$ cat config.mk
export PLATFORM = sky130hd
export DESIGN_NAME = mul_seq_24bit_flat
export DESIGN_NICKNAME = d
export VERILOG_FILES = /design/src/rtl/mul_seq_24bit_if.sv /design/src/rtl/mul_seq_24bit.sv /design/src/flat_wrapper.sv
export SDC_FILE = /design/constraint.sdc
export NUM_CORES = 1
export LEC_CHECK = 0
export CAP_MARGIN = 10
export CORE_MARGIN = 1
export CORE_UTILIZATION = 54
export DETAILED_ROUTE_END_ITERATION = 6
export PLACE_DENSITY = 0.86
export SLEW_MARGIN = 15
export SYNTH_ARGS = -nofsm -noshare
export SYNTH_HDL_FRONTEND = slang
export SYNTH_SLANG_ARGS = --single-unit
$ cat constraint.sdc
create_clock -name clk -period 3.2 [get_ports clk]
set_clock_uncertainty 0.1 [all_clocks]
set_input_delay 0.48 -clock clk [delete_from_list [all_inputs] [get_ports clk]]
set_output_delay 0.48 -clock clk [all_outputs]
set_load 0.05 [all_outputs]
$ cat src/rtl/mul_seq_24bit_if.sv
`default_nettype none
// ============================================================================
// Module   : mul_seq_24bit_if
// Brief    : Request/response bundle between the control unit and the
//            sequential multiplier.
// Revision : 1.0 - initial release
// ============================================================================
interface mul_seq_24bit_if #(
    parameter int WIDTH = 24
);
    logic                 start;
    logic [WIDTH-1:0]     a;
    logic [WIDTH-1:0]     b;
    logic                 is_signed;
    logic                 busy;
    logic                 done;
    logic [2*WIDTH-1:0]   product;
    logic [WIDTH-1:0]     hi;
    logic [WIDTH-1:0]     lo;

    modport master (
        output start, a, b, is_signed,
        input  busy, done, product, hi, lo
    );

    modport slave (
        input  start, a, b, is_signed,
        output busy, done, product, hi, lo
    );
endinterface
`default_nettype wire

$ cat src/rtl/mul_seq_24bit.sv
`default_nettype none
// ============================================================================
// Module   : mul_seq_24bit
// Brief    : Iterative shift-add WIDTHxWIDTH multiplier, fixed 25-cycle latency,
//            signed or unsigned operands.
// Revision : 1.0 - initial release
// ============================================================================
module mul_seq_24bit #(
    parameter int WIDTH = 24,
    parameter int CNT_W = 5
) (
    input  wire logic          clk,
    input  wire logic          reset,
    mul_seq_24bit_if.slave     bus
);

    typedef enum logic [1:0] {
        S_IDLE = 2'd0,
        S_CALC = 2'd1,
        S_FIN  = 2'd2
    } state_t;

    localparam logic [CNT_W-1:0] c_last_iter = CNT_W'(WIDTH - 1);

    state_t               r_state;
    state_t               w_state_next;
    logic [WIDTH-1:0]     r_mcand;
    logic [WIDTH-1:0]     r_mplier;
    logic [WIDTH-1:0]     r_acc;
    logic [CNT_W-1:0]     r_cnt;
    logic                 r_neg;
    logic                 r_done;
    logic [2*WIDTH-1:0]   r_product;

    logic [WIDTH-1:0]     w_abs_a;
    logic [WIDTH-1:0]     w_abs_b;
    logic [WIDTH:0]       w_sum;
    logic [2*WIDTH-1:0]   w_mag;

    // -2^(WIDTH-1) negates to itself, which read as unsigned is the right magnitude.
    assign w_abs_a = (bus.is_signed && bus.a[WIDTH-1]) ? (~bus.a + 1'b1) : bus.a;
    assign w_abs_b = (bus.is_signed && bus.b[WIDTH-1]) ? (~bus.b + 1'b1) : bus.b;

    // Carry lands in bit WIDTH and is shifted straight back into the accumulator.
    assign w_sum = {1'b0, r_acc} + (r_mplier[0] ? {1'b0, r_mcand} : {(WIDTH+1){1'b0}});
    assign w_mag = {r_acc, r_mplier};

    always_ff @(posedge clk) begin
        if (reset) begin
            r_state <= S_IDLE;
        end else begin
            r_state <= w_state_next;
        end
    end

    always_comb begin
        w_state_next = r_state;
        case (r_state)
            S_IDLE:  if (bus.start) w_state_next = S_CALC;
            S_CALC:  if (r_cnt == c_last_iter) w_state_next = S_FIN;
            S_FIN:   w_state_next = S_IDLE;
            default: w_state_next = S_IDLE;
        endcase
    end

    always_ff @(posedge clk) begin
        if (reset) begin
            r_mcand   <= '0;
            r_mplier  <= '0;
            r_acc     <= '0;
            r_cnt     <= '0;
            r_neg     <= 1'b0;
            r_done    <= 1'b0;
            r_product <= '0;
        end else begin
            r_done <= 1'b0;
            case (r_state)
                S_IDLE: begin
                    if (bus.start) begin
                        r_mcand  <= w_abs_a;
                        r_mplier <= w_abs_b;
                        r_neg    <= bus.is_signed & (bus.a[WIDTH-1] ^ bus.b[WIDTH-1]);
                        r_acc    <= '0;
                        r_cnt    <= '0;
                    end
                end
                S_CALC: begin
                    r_acc    <= w_sum[WIDTH:1];
                    r_mplier <= {w_sum[0], r_mplier[WIDTH-1:1]};
                    r_cnt    <= r_cnt + 1'b1;
                end
                S_FIN: begin
                    r_product <= r_neg ? (~w_mag + 1'b1) : w_mag;
                    r_done    <= 1'b1;
                end
                default: ;
            endcase
        end
    end

    assign bus.busy    = (r_state != S_IDLE);
    assign bus.done    = r_done;
    assign bus.product = r_product;
    assign bus.hi      = r_product[2*WIDTH-1:WIDTH];
    assign bus.lo      = r_product[WIDTH-1:0];

endmodule
`default_nettype wire

$ cat src/flat_wrapper.sv
// flat-port wrapper written by rule: the top's interface ports become plain ports
module mul_seq_24bit_flat 
#(
    parameter int WIDTH = 24,
    parameter int CNT_W = 5
)
  (clk, reset, bus_start, bus_a, bus_b, bus_is_signed, bus_busy, bus_done, bus_product, bus_hi, bus_lo);
  mul_seq_24bit_if #(.WIDTH(WIDTH)) bus_i ();
  input  wire logic clk;
  input  wire logic reset;
  input wire logic [$bits(bus_i.start)-1:0] bus_start;
  input wire logic [$bits(bus_i.a)-1:0] bus_a;
  input wire logic [$bits(bus_i.b)-1:0] bus_b;
  input wire logic [$bits(bus_i.is_signed)-1:0] bus_is_signed;
  output wire logic [$bits(bus_i.busy)-1:0] bus_busy;
  output wire logic [$bits(bus_i.done)-1:0] bus_done;
  output wire logic [$bits(bus_i.product)-1:0] bus_product;
  output wire logic [$bits(bus_i.hi)-1:0] bus_hi;
  output wire logic [$bits(bus_i.lo)-1:0] bus_lo;
  assign bus_i.start = bus_start;
  assign bus_i.a = bus_a;
  assign bus_i.b = bus_b;
  assign bus_i.is_signed = bus_is_signed;
  assign bus_busy = bus_i.busy;
  assign bus_done = bus_i.done;
  assign bus_product = bus_i.product;
  assign bus_hi = bus_i.hi;
  assign bus_lo = bus_i.lo;
  mul_seq_24bit #(.WIDTH(WIDTH), .CNT_W(CNT_W)) u_core (.clk(clk), .reset(reset), .bus(bus_i));
endmodule
* Word-level counts from Yosys, hierarchy flattened
Cells that the tools add are included.
** Operators by class
- Add/sub/neg operators :: 5
- Eq/ne operators :: 5
- Mux-type cells :: 14
- Bitwise operators :: 5
- Reduce and logical (&&, ||, !) cells :: 8
** Operators by type and width (count)
- 24-bit two-way mux :: 5
- 24-bit case mux with 2 select lines :: 2
- 24-bit by 1-bit adder with 24-bit output, second input constant :: 2
- 48-bit by 1-bit adder with 48-bit output, second input constant :: 1
- 48-bit two-way mux :: 1
- 24-bit NOT :: 2
- 48-bit NOT :: 1
- 24-bit by 25-bit adder with 25-bit output :: 1
- 5-bit case mux with 2 select lines :: 1
- 2-bit AND reduction :: 3
- 5-bit by 1-bit adder with 5-bit output, second input constant :: 1
- 5-bit equality test, second input constant :: 1
- 5-bit two-way mux :: 1
- 2-bit two-way mux :: 2
- 2-bit case mux with 2 select lines :: 1
- 2-bit nonzero test :: 2
- 2-bit by 1-bit equality test with 1-bit output, second input constant :: 1
- 2-bit equality test, second input constant :: 1
- 1-bit logical AND :: 2
- 2-bit zero test :: 1
- 2-bit by 1-bit != test with 1-bit output, second input constant :: 1
- 2-bit != test, second input constant :: 1
- 1-bit AND :: 1
- 1-bit two-way mux :: 1
- 1-bit bitwise XOR :: 1
** Storage, ports and cells
- Flip-flop bits (word level) :: 129
- Input bits :: 52
- Output and inout port bits :: 98
- Word-level logic and storage cells :: 45

* Longest topological paths before layout
- Depth after elaboration :: 5
- Depth in mapped cells :: 11
- Depth with buffers taken out :: 10

* Worst setup path before layout
Ideal clock, no wire load.
- Kind :: reg-to-reg
- From :: reg u_core.r_mplier[0]
- To :: reg u_core.r_acc[17]
- Setup time :: 117 ps
- Data arrival time :: 2566 ps
- Required time :: 2983 ps
- Path slack :: 417 ps
- Stages on the path, launching flop included :: 12
- Buffers on the path :: 1
- Period minus slack after synthesis :: 2783 ps
- Cells stage by stage :: dfxtp_1 -> buf_1 -> and2_1 -> ha_1 -> inv_1 -> fa_1 -> nand2b_1 -> a21o_1 -> a2111o_1 -> a21oi_1 -> o21ai_0 -> a32o_1
** Between the ends
- Longest elaborated chain between the ends :: 3
** RTL lines
- start, declared :: RTL line mul_seq_24bit.sv:28 : logic [WIDTH-1:0] r_mplier;
- start signal, assigned :: RTL line mul_seq_24bit.sv:81 : r_mplier <= w_abs_b;
- start signal, assigned :: RTL line mul_seq_24bit.sv:89 : r_mplier <= {w_sum[0], r_mplier[WIDTH-1:1]};
- 24-bit two-way mux :: RTL line mul_seq_24bit.sv:45 : assign w_sum = {1'b0, r_acc} + (r_mplier[0] ? {1'b0, r_mcand} : {(WIDTH+1){1'b0}});
- 24-bit by 25-bit adder with 25-bit output :: RTL line mul_seq_24bit.sv:45
- 24-bit case mux with 2 select lines :: RTL line mul_seq_24bit.sv:77 : case (r_state)
- end signal, assigned :: RTL line mul_seq_24bit.sv:88 : r_acc <= w_sum[WIDTH:1];
- end, declared :: RTL line mul_seq_24bit.sv:29 : logic [WIDTH-1:0] r_acc;
Every way passes these cells.
A chain may end at the register's enable or synchronous reset.

* Final worst setup path
Same ends and word-level chain as after synthesis.

==> summary.json <==
{
  "ir_worst_vdd": {"value": 0.3923, "unit": "mV"},
  "post-route-worst-setup-slack": {"value": 0.3435, "unit": "ns"},
  "final_layout_size_suffix_gt1_share": {"value": 7.793, "unit": "%"},
  "min_from": {"value": "u_core.bus.product[35]"},
  "timing.max_slew.rel_slack": {"value": 51.24, "unit": "%"},
  "dr_drc_count": {"value": 0},
  "clk_pin_slew": {"value": 0.06, "unit": "ns"},
  "area_growth_syn_to_layout": {"value": 23.56, "unit": "%"},
  "area_of_combinational_cells_with_multiple_inputs": {"value": 5099, "unit": "um^2"},
  "clock_insertion_delay_worst_skew": {"value": 0.43, "unit": "ns"},
  "cts_post_setup_buffers_inserted": {"value": 0},
  "detailedPlacementHpwl": {"value": 16220, "unit": "um"},
  "number_of_fill_cells_in_the_layout": {"value": 1236},
  "clockRootBuffer": {"value": "sky130_fd_sc_hd__clkbuf_16"},
  "start_kind": {"value": "flop"},
  "reg2reg_launch_point": {"value": "u_core.r_mplier[0]"},
  "critical_path.startpoint": {"value": "u_core.r_mplier[0]"},
  "numCtsBuffers": {"value": 17},
  "post_synth_instance_area": {"value": 8361, "unit": "um^2"},
  "outcome": {"value": "finished, final reports clean"},
  "gpl.final_weighted_congestion": {"value": 0.9663},
  "grt_pass1_vias": {"value": 7095},
  "netlist.top_cell.by_area": {"value": "sky130_fd_sc_hd__dfxtp_1"},
  "postSynthRegisterBits": {"value": 129},
  "global_route.usage.total": {"value": 27.40, "unit": "%"},
  "final_util": {"value": 68.20, "unit": "%"},
  "routed_wire_length_on_met2": {"value": 9619, "unit": "um"},
  "crit_type": {"value": "reg -> reg"},
  "drtPass1Iterations": {"value": 7},
  "synthesis.area_per_instance": {"value": 8.024, "unit": "um^2"},
  "synth-async-reset-ratio": {"value": 0, "unit": "%"},
  "die_h": {"value": 126.4, "unit": "um"},
  "placeableCoreArea": {"value": 15150, "unit": "um^2"},
  "fmax": {"value": 0.3501, "unit": "GHz"},
  "placed_cells": {"value": 1298},
  "crit_arrival": {"value": 3.07, "unit": "ns"},
  "timing.critical_path.slowest_stage_cell": {"value": "sky130_fd_sc_hd__dfxtp_2"},
  "design.die.area": {"value": 15980, "unit": "um^2"},
  "rows": {"value": 45},
  "worst-path-max-fanout": {"value": 22},
  "cts_tree": {"value": "yes"},
  "timing.final.crit_share": {"value": 89.27, "unit": "%"},
  "layout.cells.most_common_list": {"value": "sky130_fd_sc_hd__clkdlybuf4s50_1 (148), sky130_fd_sc_hd__dfxtp_1 (128), sky130_fd_sc_hd__nor2_1 (95)"},
  "final_cells": {"value": 1330},
  "ys_types": {"value": 72},
  "cp-end-kind": {"value": "flop"},
  "worst_slew_pin_slew": {"value": 0.7303, "unit": "ns"},
  "critPathTopFamily": {"value": "compound AO/OA/AOI/OAI gates"},
  "layout.nets": {"value": 1210},
  "design_area": {"value": 10330, "unit": "um^2"},
  "wire_length_of_the_first_global_routing_pass": {"value": 35320, "unit": "um"},
  "wl_met3": {"value": 1814, "unit": "um"},
  "postPlaceCellArea": {"value": 9696, "unit": "um^2"},
  "wirelength_met1": {"value": 9861, "unit": "um"},
  "critPathRequiredTime": {"value": 3.42, "unit": "ns"},
  "io_pins": {"value": 150},
  "buffer_ports.inserted": {"value": 149},
  "antenna_found_initial": {"value": 0},
  "cap_violations": {"value": 0},
  "drtIter0Drc": {"value": 701},
  "total_number_of_yosys_warnings": {"value": 0},
  "start_util": {"value": 55.20, "unit": "%"},
  "timing.critical_path.cells": {"value": "and2_1 -> ha_1 -> inv_1 -> fa_1 -> nand2b_1 -> a21o_1 -> a2111o_1 -> a21oi_1 -> o21ai_0 -> a32o_1"},
  "dp_worst_setup_slack": {"value": 0.1408, "unit": "ns"},
  "antenna_left": {"value": 0},
  "synth_edf_count": {"value": 0},
  "hold_viol_final": {"value": 0},
  "synthCells": {"value": 1042},
  "most_common_cell_after_layout_fill_and_taps_aside": {"value": "sky130_fd_sc_hd__clkdlybuf4s50_1"},
  "worstPathBufferInverterCount": {"value": 1},
  "setup_tns": {"value": 0, "unit": "ns"},
  "ys_dominant_reg_cell": {"value": "sky130_fd_sc_hd__dfxtp_1"},
  "vias": {"value": 8008},
  "synth_top_area_share": {"value": 30.89, "unit": "%"},
  "detail_route.wl_per_cell": {"value": 16.31, "unit": "um"},
  "cts-htree-levels": {"value": 4},
  "grt.overflow.total": {"value": 0},
  "antennaDiodeCount": {"value": 0},
  "report.final.slew_viol_count": {"value": 0},
  "synthTopCellsByArea": {"value": "sky130_fd_sc_hd__dfxtp_1 (31%), sky130_fd_sc_hd__xor2_1 (6.6%), sky130_fd_sc_hd__a211oi_1 (4.4%), sky130_fd_sc_hd__buf_4 (4.3%), sky130_fd_sc_hd__nor2_1 (4.3%)"},
  "holdBufCountCts": {"value": 0},
  "vias_per_cell": {"value": 6.021},
  "total_power_divided_by_cell_area": {"value": 431.3, "unit": "nW/um^2"},
  "ff_latch_area": {"value": 2584, "unit": "um^2"},
  "grt_start_max_net_pins": {"value": 55},
  "hold_crit_path_type": {"value": "reg -> reg"},
  "grt_setup_unrepaired": {"value": "false"},
  "die-width": {"value": 126.4, "unit": "um"},
  "routed_wl": {"value": 21690, "unit": "um"},
  "setup_viol": {"value": 0},
  "synth_fp_nets": {"value": 1123},
  "cts_sinks": {"value": 129},
  "worst_path_largest_cell_delay": {"value": 0.51, "unit": "ns"},
  "timing.final.crit_period": {"value": 2.857, "unit": "ns"},
  "synth_sequential_area_ratio": {"value": 30.89, "unit": "%"},
  "cts-root-to-sink-buffers": {"value": 2},
  "p_leak": {"value": 3.722, "unit": "nW"},
  "top_layer_used": {"value": "met4"}
}
[timing repair]
item                       CTS  global route
resized for setup            0             1
setup endpoints to repair    0             5
hold endpoints to repair     0             0
[report_power, final]
group | switching, mW | internal (mW)
Combinational | 0.378 | 0.267
Sequential | 0.0797 | 1.66
Clock | 0.756 | 1.31
[state kept, by name (all words and copies together), names as in the netlist]
register	count
u_core.r_state	2
u_core.bus.done	1
u_core.r_acc	24
u_core.r_mcand	24
u_core.r_neg	1
u_core.r_mplier	24
u_core.r_cnt	5
u_core.bus.product	48
[layer usage]
metal,vias up,global-route usage [%]
li1,3924,-
met4,0,9.780
met2,351,42.41
met1,3693,37.76
met5,-,0
met3,40,5.567
[final cells by class]
type,count,area share [%]
multi-input combinational,780,49.36
sequential,129,25.01
timing repair buffer,175,16.28
clock buffer,17,4.118
tap,188,2.277
clock inverter,15,2.011
inverter,26,0.9448
[metrics by stage]
step | hold WS (ns) | power [mW]
global route | 0.3784 | 4.609
finish | 0.3586 | 4.456
detailed placement | 0.3544 | 2.406
floorplan | 0.3273 | 2.178
global placement | 0.3363 | 2.387
CTS | 0.3622 | 4.462
[path summary, 6_finish.rpt]
kind,slack [ns],to,depth (start not counted)
hold / removal,0.36,u_core.bus.product[35],2
setup / recovery,0.34,u_core.r_acc[17],10
setup reg to reg,0.34,u_core.r_acc[17],10
hold reg to reg,0.36,u_core.bus.product[35],2
[cell families after synthesis]
| logic type | Yosys count | share of synthesized area, % |
|---|---|---|
| and+or+nand+nor | 346 | 21.25 |
| AOI/OAI and AO/OA | 312 | 25.29 |
| buffers and inverters | 133 | 8.351 |
| DFF | 129 | 30.89 |
| xor gates and xnor gates | 91 | 9.533 |
| adders and majority gates | 29 | 4.430 |
| muxes | 2 | 0.2544 |
[Yosys cell counts (4+ instances only)]
master and number:
sky130_fd_sc_hd__dfxtp_1 129, sky130_fd_sc_hd__nor2_1 95, sky130_fd_sc_hd__nand2_1 92, sky130_fd_sc_hd__a21oi_1 64, sky130_fd_sc_hd__xor2_1 63, sky130_fd_sc_hd__o21ai_0 56, sky130_fd_sc_hd__clkbuf_1 53, sky130_fd_sc_hd__a211oi_1 49
sky130_fd_sc_hd__buf_4 48, sky130_fd_sc_hd__and2_1 29, sky130_fd_sc_hd__ha_1 28, sky130_fd_sc_hd__xnor2_1 28, sky130_fd_sc_hd__o31ai_1 26, sky130_fd_sc_hd__inv_1 25, sky130_fd_sc_hd__a22oi_1 23, sky130_fd_sc_hd__or3_1 21
sky130_fd_sc_hd__nor3_1 19, sky130_fd_sc_hd__a31oi_1 16, sky130_fd_sc_hd__nand3_1 15, sky130_fd_sc_hd__o21ai_1 12, sky130_fd_sc_hd__or4_1 12, sky130_fd_sc_hd__a32o_1 10, sky130_fd_sc_hd__nand2b_1 10, sky130_fd_sc_hd__nand4_1 9
sky130_fd_sc_hd__o41ai_1 7, sky130_fd_sc_hd__o21a_1 6, sky130_fd_sc_hd__nor2b_1 5, sky130_fd_sc_hd__nor3b_1 5, sky130_fd_sc_hd__nor4_1 5, sky130_fd_sc_hd__o41ai_2 5, sky130_fd_sc_hd__or2_2 5, sky130_fd_sc_hd__a21o_1 4
sky130_fd_sc_hd__a311oi_1 4, sky130_fd_sc_hd__o211ai_1 4, sky130_fd_sc_hd__o22ai_1 4
[worst min-delay path, stage by stage (launching register included)]
cell	delay, ns
sky130_fd_sc_hd__dfxtp_1	0.31
sky130_fd_sc_hd__nand2_1	0.05
sky130_fd_sc_hd__o21ai_1	0.05
No activity file was read; power rests on OpenSTA's default activity.
